$ cat src/rtl/cpu_register.sv
// -----------------------------------------------------------------------------
// cpu_register
//
// Single WIDTH-bit storage register used as one entry of the CPU register
// file. It supports a write enable, a per-byte write mask and a synchronous
// clear. The stored value is driven straight from flops.
//
// Optional feature macro: REGISTER_PARITY_EN
//   When defined, adds a Parity output backed by a flop. The flop holds the
//   XOR reduction of the value that Dout will show.
//
// Parameters:
//   WIDTH        data width in bits (multiple of 8, >= 8)
//   RESET_VALUE  value loaded into the register while Rst_n is low
//   NBYTES       derived byte-lane count (WIDTH/8), not overridable
//
// Ports:
//   Clk       in   rising-edge clock
//   Rst_n     in   asynchronous active-low reset
//   WE        in   write enable
//   Clr       in   synchronous clear to zero (wins over WE)
//   ByteEn    in   per-byte write mask, bit k gates Data[8k+7:8k]
//   Data      in   write data
//   Dout      out  stored value
//   Wr_Pulse  out  high for one cycle after a write or clear updated the value
//   Parity    out  XOR reduction of the stored value (REGISTER_PARITY_EN only)
// -----------------------------------------------------------------------------
module cpu_register #(
    parameter int unsigned           WIDTH       = 32,
    parameter logic [WIDTH-1:0]      RESET_VALUE = '0,
    localparam int unsigned          NBYTES      = WIDTH / 8
) (
    input  logic              Clk,
    input  logic              Rst_n,
    input  logic              WE,
    input  logic              Clr,
    input  logic [NBYTES-1:0] ByteEn,
    input  logic [WIDTH-1:0]  Data,
    output logic [WIDTH-1:0]  Dout,
`ifdef REGISTER_PARITY_EN
    output logic              Wr_Pulse,
    output logic              Parity
`else
    output logic              Wr_Pulse
`endif
);

    logic [WIDTH-1:0] dout_q;
    logic [WIDTH-1:0] dout_d;
    logic             pulse_q;
    logic             pulse_d;

    // Next-state: Clr beats WE, WE beats hold. A write with an empty byte
    // mask leaves the value untouched and does not raise the pulse.
    always_comb begin
        dout_d  = dout_q;
        pulse_d = 1'b0;
        if (Clr) begin
            dout_d  = '0;
            pulse_d = 1'b1;
        end else if (WE) begin
            for (int unsigned k = 0; k < NBYTES; k++) begin
                if (ByteEn[k]) begin
                    dout_d[8*k +: 8] = Data[8*k +: 8];
                end
            end
            pulse_d = |ByteEn;
        end
    end

    always_ff @(posedge Clk or negedge Rst_n) begin
        if (!Rst_n) begin
            dout_q  <= RESET_VALUE;
            pulse_q <= 1'b0;
        end else begin
            dout_q  <= dout_d;
            pulse_q <= pulse_d;
        end
    end

    assign Dout     = dout_q;
    assign Wr_Pulse = pulse_q;

`ifdef REGISTER_PARITY_EN
    logic parity_q;
    logic parity_d;

    // Parity is taken over the merged next value so that byte-masked writes
    // account for the lanes that were kept.
    assign parity_d = ^dout_d;

    always_ff @(posedge Clk or negedge Rst_n) begin
        if (!Rst_n) begin
            parity_q <= ^RESET_VALUE;
        end else begin
            parity_q <= parity_d;
        end
    end

    assign Parity = parity_q;
`endif

endmodule

$ cat config.mk
export PLATFORM = sky130hd
export DESIGN_NAME = cpu_register
export DESIGN_NICKNAME = d
export VERILOG_FILES = /design/src/rtl/cpu_register.sv
export SDC_FILE = /design/constraint.sdc
export NUM_CORES = 1
export LEC_CHECK = 0
export ABC_AREA = 1
export CAP_MARGIN = 20
export CELL_PAD_IN_SITES_DETAIL_PLACEMENT = 0
export CELL_PAD_IN_SITES_GLOBAL_PLACEMENT = 1
export CORE_UTILIZATION = 28
export DETAILED_ROUTE_END_ITERATION = 10
export GPL_ROUTABILITY_DRIVEN = 0
export GPL_TIMING_DRIVEN = 0
export PLACE_DENSITY = 0.82
export SLEW_MARGIN = 20
export SYNTH_ARGS = -nofsm -noshare
export SYNTH_HDL_FRONTEND = slang
export SYNTH_SLANG_ARGS = --single-unit
$ cat constraint.sdc
create_clock -name Clk -period 0.8 [get_ports Clk]
set_input_delay 0.16 -clock Clk [delete_from_list [all_inputs] [get_ports Clk]]
set_output_delay 0.16 -clock Clk [all_outputs]
set_load 0.05 [all_outputs]
==> summary.md <==
| Metric | Value |
|---|---|
| Pwr Density | 1590 nW/um^2 |
| I/O pin count | 73 |
| Final WL | 4.01 mm |
| Maximum vdd drop | 875 uV |
| Footprint of the multi-input gates | 578 sq um |
| Fin. max-slew vios | 0 |
| Slowest stage delay, CP | 0.42 ns |
| DP Cell Count | 288 |
| DR pass1 iterations | 4 |
| DP HPWL | 2.70 mm |
| CP Max Fanout | 2 |
| Synth Area in Adders | 0% |
| Slew @ Worst Pin | 0.268 ns |
| Cell taking the most area after synthesis | dfrtp_1 |
| Worst Setup End Kind | primary output |
| Setup WS post-layout | -0.209 ns |
| Classification of the worst setup path | flop to primary output |
| Largest net degree at the start of global routing | 32 |
| Post-layout min period | 1.01 ns |
| Compound-cell area share of the yosys netlist | 0% |
| Initial Util | 29.5% |
| CTS tree | built |
| Vias in the first global route | 1,301 |
| Layout cells sized above 1 | 47.7% |
| Status | finished with violations |
| Via density | 4.52 |
| Fmax | 0.991 GHz |
| Vias | 1,400 |
| Final setup vio count | 33 |
| Clock Pin Slew Worst Setup and Hold Paths | 0.06 ns |
| XOR/XNOR Fraction of Synth Area | 0% |
| Initial antenna violation count | 0 |
| Global-route wire length before repair | 6.27 mm |
| RR Endpoint | Dout[22]$_DFFE_PN0P_ |
| 1st-iter DRT viols | 52 |
| Final std cell area, no fill | 2550 sq um |
| CTS Buf Count | 5 |
| Launch point of the worst reg-to-reg path | Dout[22]$_DFFE_PN0P_ |
| Die width | 73.0 microns |
| Critical Path Source Type | flop |
| Crit path max-delay family | flip-flops |
| Failing checks | negative setup slack |
| Site Rows | 25 |
| Fill cells | 471 |
| Critical-path top delay cell | dfrtp_2 |
| Arrival time worst endpoint | 0.85 ns |
| H-Tree Depth | 2 |
| Main combinational cell family by area after synthesis | simple AND/OR/NAND/NOR gates |
| Synth Register Bits | 33 |
| Average cell area after synthesis | 9.47 sq um |
| Synth top area share | 58.5% |
| Worst Skew | 0 ns |
| Tot Pwr | 4.05 mW |
| Fin. Hold Viols | 0 |
| Worst hold path type | input port to async pin |
| Post-Synth Simple-Gate Area | 37.7% |
| Yosys cell types | 10 |
| Register area share after synthesis | 58.5% |
| Syn Nets | 189 |
| GRT Overall Usage | 15.6% |
| Final period utilization | 126% |
| Yosys warning count | 0 |
| Port Buf Inserts | 71 |
| Max_cap viols | 0 |
| Clock Tree Root | clkbuf_8 |
| Pleak | 1.24 nW |
| Clock buffer depth | 2 |
| Die H | 73.0 microns |
| Critical Path, Cell by Cell | buf_6 |
| Fin cells | 310 |
| Diodes inserted | 0 |
| Multiplexer share of the synthesized area | 0% |
| Grt ovf | 0 |
| Largest cells by area after synthesis | dfrtp_1 (59%), nand3_1 (14%), nand2_1 (14%) |
| DR WL/cell | 12.9 microns |
| Sequential Area | 866 sq um |
| Core area | 4790 sq um |
| Die area | 5330 sq um |
| ANT nets after route | 0 |
| Setup TNS Final | -6.46 ns |
| Skew-Pair Late Insertion Delay | 0.27 ns |
| R2R setup slack | 0.03 ns |
| Commonest non-fill, non-tap cell in the layout | nand2_1 |
| Reg2reg path depth | 3 |
| # DRC | 0 |
| CTS Sinks | 33 |
| Most frequent cells in the layout | nand2_1 (51), nand3_1 (35), buf_6 (34), dfrtp_2 (32), clkdlybuf4s50_1 (32) |
| Fin nets | 283 |
| Cell area after placement | 2260 sq um |
| RSZ-0062 raised after global routing | yes |
| Cell Area, Synth | 1410 sq um |
| Slew margin rel. | 82.1% |
| Layout area overhead | 81.0% |
| Buf/Inv on CP | 1 |
| Req. time, crit path | 0.64 ns |
| Mapped Cells | 149 |
## what timing repair did
action                                  4_1_cts  5_1_grt
endpoints found under the setup margin       66       34
pin swaps                                     4        5
cloned                                        1        0
hold endpoints to repair                     33        0
setup buffers                                 2       11
hold buffers                                  1        0
resized for setup                           248        4
## per-layer routing
layer | vias up | wire (microns) | GRT usage (%)
met3 | 5 | 269 | 5.52
met5 | - | 0 | 0
met4 | 0 | 33 | 3.92
li1 | 677 | - | -
met2 | 55 | 1990 | 25.7
met1 | 663 | 1720 | 19.5
## power by group
group / switching, mW / internal, mW / total (mW)
clock: 0.558 / 0.682 / 1.24
combinational: 0.566 / 0.430 / 0.996
sequential: 0.0574 / 1.76 / 1.82
## worst max-delay path by stage
stage,start,end,cells after the start
floorplan,WE,Dout[7]$_DFFE_PN0P_,5
global placement,Rst_n,Dout[20]$_DFFE_PN0P_,1
detailed placement,Clr,Dout[0]$_DFFE_PN0P_,6
CTS,Dout[16]$_DFFE_PN0P_,Dout[16],1
global route,Dout[16]$_DFFE_PN0P_,Dout[16],1
finish,Dout[16]$_DFFE_PN0P_,Dout[16],1
## Yosys cell counts
master,instances
nand2_1,51
inv_2,3
buf_6,2
dfrtp_1,33
nor2_4,2
buf_2,4
nand3_1,39
nor2_1,2
nand2_2,4
nand3_2,9
## through the flow
step                utilization [%]  setup slack [ns]  hold WS, ns
floorplan                         -            0.0176       -0.136
global placement               46.9             -1.29        0.469
detailed placement             47.2            -0.604      -0.0277
CTS                            51.2            -0.223        0.213
global route                   53.4            -0.242        0.234
finish                         53.4            -0.209        0.238
## logic make-up (layout without fill, tap and decap cells)
| logic type | count (synthesis) | in the layout |
|---|---|---|
| buffers and inverters | 9 | 102 |
| DFF | 33 | 33 |
| and+or+nand+nor | 107 | 108 |
## flip-flops by register name, indices dropped and copies added, names as in the netlist
register,flops
Dout,32
Wr_Pulse,1
## area by class of cell
type	instances	share of cell area, %
buffer	6	1.67
clock buffer	7	3.38
inverter	3	0.930
multi-input combinational	108	22.6
sequential	33	33.9
tap	67	3.28
timing repair buffer	86	34.2
Power figures use the tool's default switching activity.
